File: src/rtl/multicycle_ctrl_pkg.sv
// Shared definitions for the multicycle MIPS control: opcodes, funct codes,
// ALU control codes, FSM state encoding and datapath select codes.
// Pure declarations; no timing or flow control of its own.
package multicycle_ctrl_pkg;

    // Primary opcodes (Instr[31:26])
    localparam logic [5:0] OP_RTYPE = 6'b000000;
    localparam logic [5:0] OP_LW    = 6'b100011;
    localparam logic [5:0] OP_SW    = 6'b101011;
    localparam logic [5:0] OP_BEQ   = 6'b000100;
    localparam logic [5:0] OP_ADDI  = 6'b001000;
    localparam logic [5:0] OP_J     = 6'b000010;

    // R-type funct codes (Instr[5:0])
    localparam logic [5:0] FN_ADD = 6'b100000;
    localparam logic [5:0] FN_SUB = 6'b100010;
    localparam logic [5:0] FN_AND = 6'b100100;
    localparam logic [5:0] FN_OR  = 6'b100101;
    localparam logic [5:0] FN_SLT = 6'b101010;

    // ALUControl encodings
    localparam logic [2:0] ALU_ADD = 3'b010;
    localparam logic [2:0] ALU_SUB = 3'b110;
    localparam logic [2:0] ALU_AND = 3'b000;
    localparam logic [2:0] ALU_OR  = 3'b001;
    localparam logic [2:0] ALU_SLT = 3'b111;

    // ALUSrcB selects
    localparam logic [1:0] SRCB_REGB    = 2'b00;
    localparam logic [1:0] SRCB_FOUR    = 2'b01;
    localparam logic [1:0] SRCB_IMM     = 2'b10;
    localparam logic [1:0] SRCB_IMM_SH2 = 2'b11;

    // PCSrc selects
    localparam logic [1:0] PCSRC_ALU    = 2'b00;
    localparam logic [1:0] PCSRC_ALUOUT = 2'b01;
    localparam logic [1:0] PCSRC_JUMP   = 2'b10;

    // ALUOp from the main FSM to the ALU decoder
    typedef enum logic [1:0] {
        ALUOP_ADD   = 2'b00,
        ALUOP_SUB   = 2'b01,
        ALUOP_FUNCT = 2'b10
    } aluop_e;

    // FSM states, 4-bit encoding
    typedef enum logic [3:0] {
        S_FETCH   = 4'd0,
        S_DECODE  = 4'd1,
        S_MEMADR  = 4'd2,
        S_MEMRD   = 4'd3,
        S_MEMWB   = 4'd4,
        S_MEMWR   = 4'd5,
        S_EXECUTE = 4'd6,
        S_ALUWB   = 4'd7,
        S_BRANCH  = 4'd8,
        S_ADDIEX  = 4'd9,
        S_ADDIWB  = 4'd10,
        S_JUMP    = 4'd11
    } state_e;

    // States that wait on the memory handshake and run the wait counter
    function automatic logic is_wait_state(input state_e s);
        return (s == S_FETCH) || (s == S_MEMRD) || (s == S_MEMWR);
    endfunction

endpackage

File: src/rtl/multicycle_ctrl_alu_decoder.sv
// ALU decoder: maps ALUOp (add / sub / funct) and Funct to ALUControl.
// Latency: purely combinational, zero cycles.
// Backpressure: none; flags unsupported funct codes via funct_illegal.
// Ports: ALUOp (operation class), Funct (Instr[5:0]),
//        ALUControl (ALU function), funct_illegal (unsupported R-type funct).
module alu_decoder
    import multicycle_ctrl_pkg::*;
(
    input  aluop_e     ALUOp,
    input  logic [5:0] Funct,
    output logic [2:0] ALUControl,
    output logic       funct_illegal
);

    always_comb begin
        ALUControl    = ALU_ADD;
        funct_illegal = 1'b0;
        case (ALUOp)
            ALUOP_ADD: ALUControl = ALU_ADD;
            ALUOP_SUB: ALUControl = ALU_SUB;
            ALUOP_FUNCT: begin
                case (Funct)
                    FN_ADD:  ALUControl = ALU_ADD;
                    FN_SUB:  ALUControl = ALU_SUB;
                    FN_AND:  ALUControl = ALU_AND;
                    FN_OR:   ALUControl = ALU_OR;
                    FN_SLT:  ALUControl = ALU_SLT;
                    default: begin
                        // Unsupported funct falls back to add so the ALU
                        // output stays benign while the FSM aborts.
                        ALUControl    = ALU_ADD;
                        funct_illegal = 1'b1;
                    end
                endcase
            end
            default: ALUControl = ALU_ADD;
        endcase
    end

endmodule

File: src/rtl/multicycle_ctrl.sv
// Multicycle MIPS control FSM sequencing a shared ALU and unified memory port.
// Latency (mem_ready high): R=4, lw=5, sw=4, beq=3, addi=4, j=3 cycles.
// Backpressure: FETCH/MEMRD/MEMWR stall on mem_ready; WAIT_LIMIT aborts stuck waits.
// Ports: clk, rst (async active-low); Op/Funct from the IR; Zero from the ALU;
//        mem_ready handshake; datapath enables/selects, ALUControl; status
//        pulses InstrDone, IllegalOp, MemTimeout.
module multicycle_ctrl
    import multicycle_ctrl_pkg::*;
#(
    parameter int WAIT_LIMIT = 255,
    parameter int CNT_W      = 8
) (
    input  logic       clk,
    input  logic       rst,
    input  logic [5:0] Op,
    input  logic [5:0] Funct,
    input  logic       Zero,
    input  logic       mem_ready,
    output logic       IorD,
    output logic       MemWrite,
    output logic       IRWrite,
    output logic       PCEn,
    output logic [1:0] PCSrc,
    output logic       ALUSrcA,
    output logic [1:0] ALUSrcB,
    output logic [2:0] ALUControl,
    output logic       RegDst,
    output logic       MemtoReg,
    output logic       RegWrite,
    output logic       InstrDone,
    output logic       IllegalOp,
    output logic       MemTimeout
);

    localparam logic [CNT_W-1:0] LIMIT      = CNT_W'(WAIT_LIMIT);
    localparam bit               TIMEOUT_EN = (WAIT_LIMIT != 0);

    state_e           state_q, state_d;
    logic [CNT_W-1:0] cnt_q, cnt_d;

    aluop_e     alu_op;
    logic       funct_illegal;
    logic       in_wait;
    logic       timeout;

    // Raw (ungated) control terms produced by the state decode
    logic       iord_c, mem_write_c, ir_write_c, pc_write_c, branch_c;
    logic [1:0] pc_src_c, src_b_c;
    logic       src_a_c, reg_dst_c, mem_to_reg_c, reg_write_c;
    logic       done_c, illegal_c, timeout_c;

    alu_decoder u_alu_decoder (
        .ALUOp         (alu_op),
        .Funct         (Funct),
        .ALUControl    (ALUControl),
        .funct_illegal (funct_illegal)
    );

    assign in_wait = is_wait_state(state_q);
    // mem_ready in the limit cycle wins over the abort
    assign timeout = TIMEOUT_EN && in_wait && !mem_ready && (cnt_q == LIMIT);

    always_comb begin
        state_d      = state_q;
        alu_op       = ALUOP_ADD;
        iord_c       = 1'b0;
        mem_write_c  = 1'b0;
        ir_write_c   = 1'b0;
        pc_write_c   = 1'b0;
        branch_c     = 1'b0;
        pc_src_c     = PCSRC_ALU;
        src_a_c      = 1'b0;
        src_b_c      = SRCB_FOUR;
        reg_dst_c    = 1'b0;
        mem_to_reg_c = 1'b0;
        reg_write_c  = 1'b0;
        done_c       = 1'b0;
        illegal_c    = 1'b0;
        timeout_c    = 1'b0;

        case (state_q)
            S_FETCH: begin
                if (timeout) begin
                    // Retry the fetch; the PC is left untouched
                    timeout_c = 1'b1;
                    state_d   = S_FETCH;
                end else if (mem_ready) begin
                    ir_write_c = 1'b1;
                    pc_write_c = 1'b1;
                    state_d    = S_DECODE;
                end
            end
            S_DECODE: begin
                // ALU precomputes PC+4 + (SignImm<<2) for a possible branch
                src_b_c = SRCB_IMM_SH2;
                case (Op)
                    OP_LW, OP_SW: state_d = S_MEMADR;
                    OP_RTYPE:     state_d = S_EXECUTE;
                    OP_BEQ:       state_d = S_BRANCH;
                    OP_ADDI:      state_d = S_ADDIEX;
                    OP_J:         state_d = S_JUMP;
                    default: begin
                        illegal_c = 1'b1;
                        state_d   = S_FETCH;
                    end
                endcase
            end
            S_MEMADR: begin
                src_a_c = 1'b1;
                src_b_c = SRCB_IMM;
                if (Op == OP_SW)      state_d = S_MEMWR;
                else if (Op == OP_LW) state_d = S_MEMRD;
                else                  state_d = S_FETCH;
            end
            S_MEMRD: begin
                iord_c = 1'b1;
                if (timeout) begin
                    timeout_c = 1'b1;
                    state_d   = S_FETCH;
                end else if (mem_ready) begin
                    state_d = S_MEMWB;
                end
            end
            S_MEMWB: begin
                mem_to_reg_c = 1'b1;
                reg_write_c  = 1'b1;
                done_c       = 1'b1;
                state_d      = S_FETCH;
            end
            S_MEMWR: begin
                iord_c = 1'b1;
                if (timeout) begin
                    // Strobe dropped in the abort cycle
                    timeout_c = 1'b1;
                    state_d   = S_FETCH;
                end else begin
                    mem_write_c = 1'b1;
                    if (mem_ready) begin
                        done_c  = 1'b1;
                        state_d = S_FETCH;
                    end
                end
            end
            S_EXECUTE: begin
                src_a_c = 1'b1;
                src_b_c = SRCB_REGB;
                alu_op  = ALUOP_FUNCT;
                if (funct_illegal) begin
                    illegal_c = 1'b1;
                    state_d   = S_FETCH;
                end else begin
                    state_d = S_ALUWB;
                end
            end
            S_ALUWB: begin
                reg_dst_c   = 1'b1;
                reg_write_c = 1'b1;
                done_c      = 1'b1;
                state_d     = S_FETCH;
            end
            S_BRANCH: begin
                src_a_c  = 1'b1;
                src_b_c  = SRCB_REGB;
                alu_op   = ALUOP_SUB;
                pc_src_c = PCSRC_ALUOUT;
                branch_c = 1'b1;
                done_c   = 1'b1;
                state_d  = S_FETCH;
            end
            S_ADDIEX: begin
                src_a_c = 1'b1;
                src_b_c = SRCB_IMM;
                state_d = S_ADDIWB;
            end
            S_ADDIWB: begin
                reg_write_c = 1'b1;
                done_c      = 1'b1;
                state_d     = S_FETCH;
            end
            S_JUMP: begin
                pc_src_c   = PCSRC_JUMP;
                pc_write_c = 1'b1;
                done_c     = 1'b1;
                state_d    = S_FETCH;
            end
            default: state_d = S_FETCH;
        endcase
    end

    // Counter restarts on every state entry (and after an abort, which may
    // loop FETCH back onto itself); it only counts unready wait cycles.
    always_comb begin
        cnt_d = cnt_q;
        if (timeout || (state_d != state_q)) begin
            cnt_d = '0;
        end else if (in_wait && !mem_ready) begin
            cnt_d = cnt_q + CNT_W'(1);
        end
    end

    always_ff @(posedge clk or negedge rst) begin
        if (!rst) begin
            state_q <= S_FETCH;
            cnt_q   <= '0;
        end else begin
            state_q <= state_d;
            cnt_q   <= cnt_d;
        end
    end

    // Enables and pulses are forced low while reset is held: FETCH would
    // otherwise raise IRWrite/PCEn from mem_ready alone. Selects are already
    // at their FETCH values because the state register is in FETCH.
    assign IorD       = iord_c;
    assign PCSrc      = pc_src_c;
    assign ALUSrcA    = src_a_c;
    assign ALUSrcB    = src_b_c;
    assign RegDst     = reg_dst_c;
    assign MemtoReg   = mem_to_reg_c;
    assign MemWrite   = rst & mem_write_c;
    assign IRWrite    = rst & ir_write_c;
    assign PCEn       = rst & (pc_write_c | (branch_c & Zero));
    assign RegWrite   = rst & reg_write_c;
    assign InstrDone  = rst & done_c;
    assign IllegalOp  = rst & illegal_c;
    assign MemTimeout = rst & timeout_c;

endmodule

File: config.mk
export PLATFORM = sky130hd
export DESIGN_NAME = multicycle_ctrl
export DESIGN_NICKNAME = d
export VERILOG_FILES = /design/src/rtl/multicycle_ctrl_pkg.sv /design/src/rtl/multicycle_ctrl_alu_decoder.sv /design/src/rtl/multicycle_ctrl.sv
export SDC_FILE = /design/constraint.sdc
export NUM_CORES = 1
export LEC_CHECK = 0
export ABC_CLOCK_PERIOD_IN_PS = 2350
export CAP_MARGIN = 20
export CORE_MARGIN = 5
export CORE_UTILIZATION = 30
export CTS_BUF_LIST = sky130_fd_sc_hd__clkbuf_4 sky130_fd_sc_hd__clkbuf_8
export DETAILED_ROUTE_END_ITERATION = 6
export GPL_TIMING_DRIVEN = 1
export SYNTH_ARGS = -nofsm -noshare
export SYNTH_HDL_FRONTEND = slang
export SYNTH_SLANG_ARGS = --single-unit
File: constraint.sdc
create_clock -name clk -period 2.35 [get_ports clk]
set_clock_uncertainty 0.2 [all_clocks]
set_input_delay 0.47 -clock clk [delete_from_list [all_inputs] [get_ports clk]]
set_output_delay 0.47 -clock clk [all_outputs]
set_load 0.1 [all_outputs]
==> flow_metrics.py <==
metrics = {
    "critical_path": {
        "path_buf_inv": 3,
        "r2r_cells": 9,
        "cp.arrival_ns": 1.92,
        "crit_family": "simple AND/OR/NAND/NOR gates",
        "worst-setup-path-type": "register to primary output",
        "critPathMaxFanout": 2,
        "worstPathRequired_ns": 1.68,
        "crit_path_start_kind": "register",
        "crit_path_end_kind": "primary output",
        "cp.depth": 9,
        "path_cells": "nand2b_4 -> or2_4 -> inv_4 -> ha_4 -> inv_2 -> a31o_4 -> nor2_4 -> o21a_4 -> buf_12",
        "crit_path_max_incr_delay_ns": 0.41,
        "slowest_stage": "dfrtp_1",
    },
    "floorplanning": {
        "core_sq_um": 3630,
        "dieArea_sq_um": 5050,
        "die_h_microns": 71.1,
        "initial_utilization_pct": 30.8,
        "die_x_microns": 71.1,
        "row_count": 22,
        "io_pins": 34,
    },
    "timing": {
        "worst_slack_ns": -0.244,
        "hold_ws_ns": 0.286,
        "hold_viol": 0,
        "grt_setup_unrepaired": "true",
        "finalSetupTns_ns": -1.39,
        "fmax_mhz": 385,
        "period_needed_ns": 2.59,
        "period_share_pct": 110,
        "slew_headroom_pct": 72.0,
        "worstMarginPinSlew_ns": 0.416,
        "setup_viol": 9,
        "maxSlewViolCount": 0,
    },
    "place": {
        "dp_cells": 250,
        "finalWeightedCongestion": 0.842,
        "port_buffers": 33,
        "dpl.hpwl_microns": 3120,
    },
    "yosys": {
        "avgSynthCellArea_sq_um": 8.06,
        "yosys_warnings": 0,
        "yosysTopAreaCell": "dfrtp_1",
        "synthCells": 139,
        "ys_seq_elements": 12,
        "synth_edf_count": 0,
        "yosysTopAreaCellShare_pct": 26.8,
        "syn-num-nets": 159,
        "synth_cell_types": 48,
        "synth_area_leaders": "dfrtp_1 27%, nand2b_1 5.6%, nor2_1 5.0%",
        "synthesis.area_sq_um": 1120,
        "ys_seq_area_share_pct": 26.8,
        "synthArstFlopShare_pct": 100,
        "ys.flop_type": "dfrtp_1",
    },
    "global_routing": {
        "grt_use_met3_pct": 4.83,
        "antenna_found_initial": 0,
        "grt_usage_pct": 17.4,
        "met1_usage_pct": 19.7,
        "grt.overflow.total": 0,
        "grt_max_degree": 17,
        "grt_pass1_vias": 1511,
        "busiest_layer": "met2",
        "grt_pass1_wl_microns": 7160,
        "gr-usage-met2_pct": 32.7,
    },
    "route": {
        "via_per_inst": 5.10,
        "wirelength_microns": 4500,
        "final_antenna_net_count": 0,
        "post_drt_wl_per_cell_microns": 16.0,
        "drc_errors": 0,
        "drtIter0Drc": 55,
        "drt_first_pass_iters": 4,
        "num_vias": 1434,
    },
    "run": {
        "cap_violations": 0,
    },
    "finish": {
        "final_util_pct": 72.1,
        "diodes": 0,
        "synthToLayoutAreaGrowth_pct": 134,
        "layout.cells.non_filler": 281,
        "layout.nets": 254,
        "drive_gt1_share_pct": 62.7,
    },
    "clock_network": {
        "cts_made_buffers": 3,
        "root_buffer": "clkbuf_8",
        "clockBufferDepth": 2,
        "path_clk_slew_ns": 0.05,
        "hold_buffers": 0,
        "cts_tree": "built",
        "clkLatencyLatePin_ns": 0.24,
        "cts_sinks": 12,
        "htreeDepth": 1,
    },
    "pwr": {
        "total_leakage_power_nw": 1.05,
        "powerDensity_nw_per_um2": 363,
        "ir_worst_vdd_v": 0.000172,
    },
    "min_path": {
        "worstHoldPathType": "register to register",
        "hold_depth": 1,
    },
    "status": {
        "failed_checks": "negative setup slack",
        "run_status": "finished, violations left",
    },
}
[area by class of cell]
class	instances	area, sq um
Clock buffer	4	55.1
Fill cell	274	1010
Inverter	7	28.8
Multi-Input combinational cell	113	1130
Sequential cell	12	303
Tap cell	48	60.1
Timing Repair Buffer	97	1040
[power by group]
group / switching (mW) / internal (mW) / leakage (nW)
Sequential: 0.0107 / 0.218 / 0.161
Clock: 0.0777 / 0.148 / 0.0288
Combinational: 0.264 / 0.232 / 0.857
[synthesized netlist by cell type, drive strengths merged (2+ instances only)]
cell and count:
or3 2, nor3b 3, a21oi 6, nand3 8, a31oi 3, nor4b 3, inv 7, nor4 3
nor2 15, mux2i 3, nand2 5, a22oi 2, o21ai 6, nand3b 2, ha 4, clkbuf 3
and3 3, nand2b 11, nor2b 4, nor3 6, xnor2 5, dfrtp 12, buf 4, or2 4
[worst paths after layout]
path / from / slack [ns] / end
min in group asynchronous: rst / 0.66 / state_q[0]
setup reg to reg: state_q[3] / 0.13 / state_q[1]
hold reg to reg: cnt_q[0] / 0.29 / cnt_q[0]
hold / removal: cnt_q[0] / 0.29 / cnt_q[0]
setup / recovery: state_q[0] / -0.24 / IllegalOp
max in group asynchronous: rst / 1.12 / state_q[1]
[flip-flops by register name (all words and copies together) (netlist names)]
name     cells
state_q      4
cnt_q        8
[worst register-to-register path: stages (launching register included)]
cell and delay, ns:
dfrtp_1 0.39, buf_6 0.14, buf_8 0.13, nor4b_4 0.28
a22oi_2 0.12, buf_4 0.15, buf_4 0.12, buf_4 0.14
nand2b_1 0.23, o2111ai_1 0.23
[routing by layer]
layer / part of all wire [%] / vias up
met3: 5.6 / 7
li1: - / 691
met2: 57 / 42
met1: 36 / 694
met4: 0.78 / 0
met5: 0 / -
[cells by family (layout without fill, tap and decap cells)]
group	after synthesis	count (layout)	synth area share, %
compound gates	29	29	17.5
xor+xnor	6	6	4.69
fa+ha+maj	4	4	4.47
buf+inv	14	108	6.14
flops	12	12	26.8
mux	3	3	2.68
simple gates	71	71	37.7
[per-stage QoR]
step           total power, mW  worst slack [ns]  instance area (sq um)
3_5_place_dp             0.636            -0.320                   2140
3_3_place_gp             0.627            -0.291                   2140
5_1_grt                  0.992            -0.320                   2620
6_report                 0.951            -0.244                   2620
2_1_floorplan            0.481            -0.448                   1380
4_1_cts                  0.913            -0.256                   2490
[timing repair]
| item | in CTS | in global routing |
|---|---|---|
| setup endpoints to repair | 11 | 14 |
| gates resized for setup | 44 | 28 |
| setup buffers | 20 | 12 |
| pin swaps | 22 | 20 |
[layout by cell type, fill, tap and decap left out, types with 3 or more instances in the layout]
cell type / instances
clkbuf_2: 3
nor3_1: 3
and3_1: 3
nor2_1: 9
nor2b_4: 3
nand2b_4: 4
buf_4: 51
clkbuf_8: 4
nand2_1: 5
inv_1: 4
buf_6: 10
ha_4: 3
nand2b_1: 7
or2_4: 3
buf_12: 19
clkdlybuf4s50_1: 8
xnor2_1: 4
nand3_1: 5
nor3_4: 3
nor2_4: 4
o21ai_2: 3
dlygate4sd2_1: 3
a21oi_4: 3
dfrtp_1: 10
(Power assumes the default switching activity.)
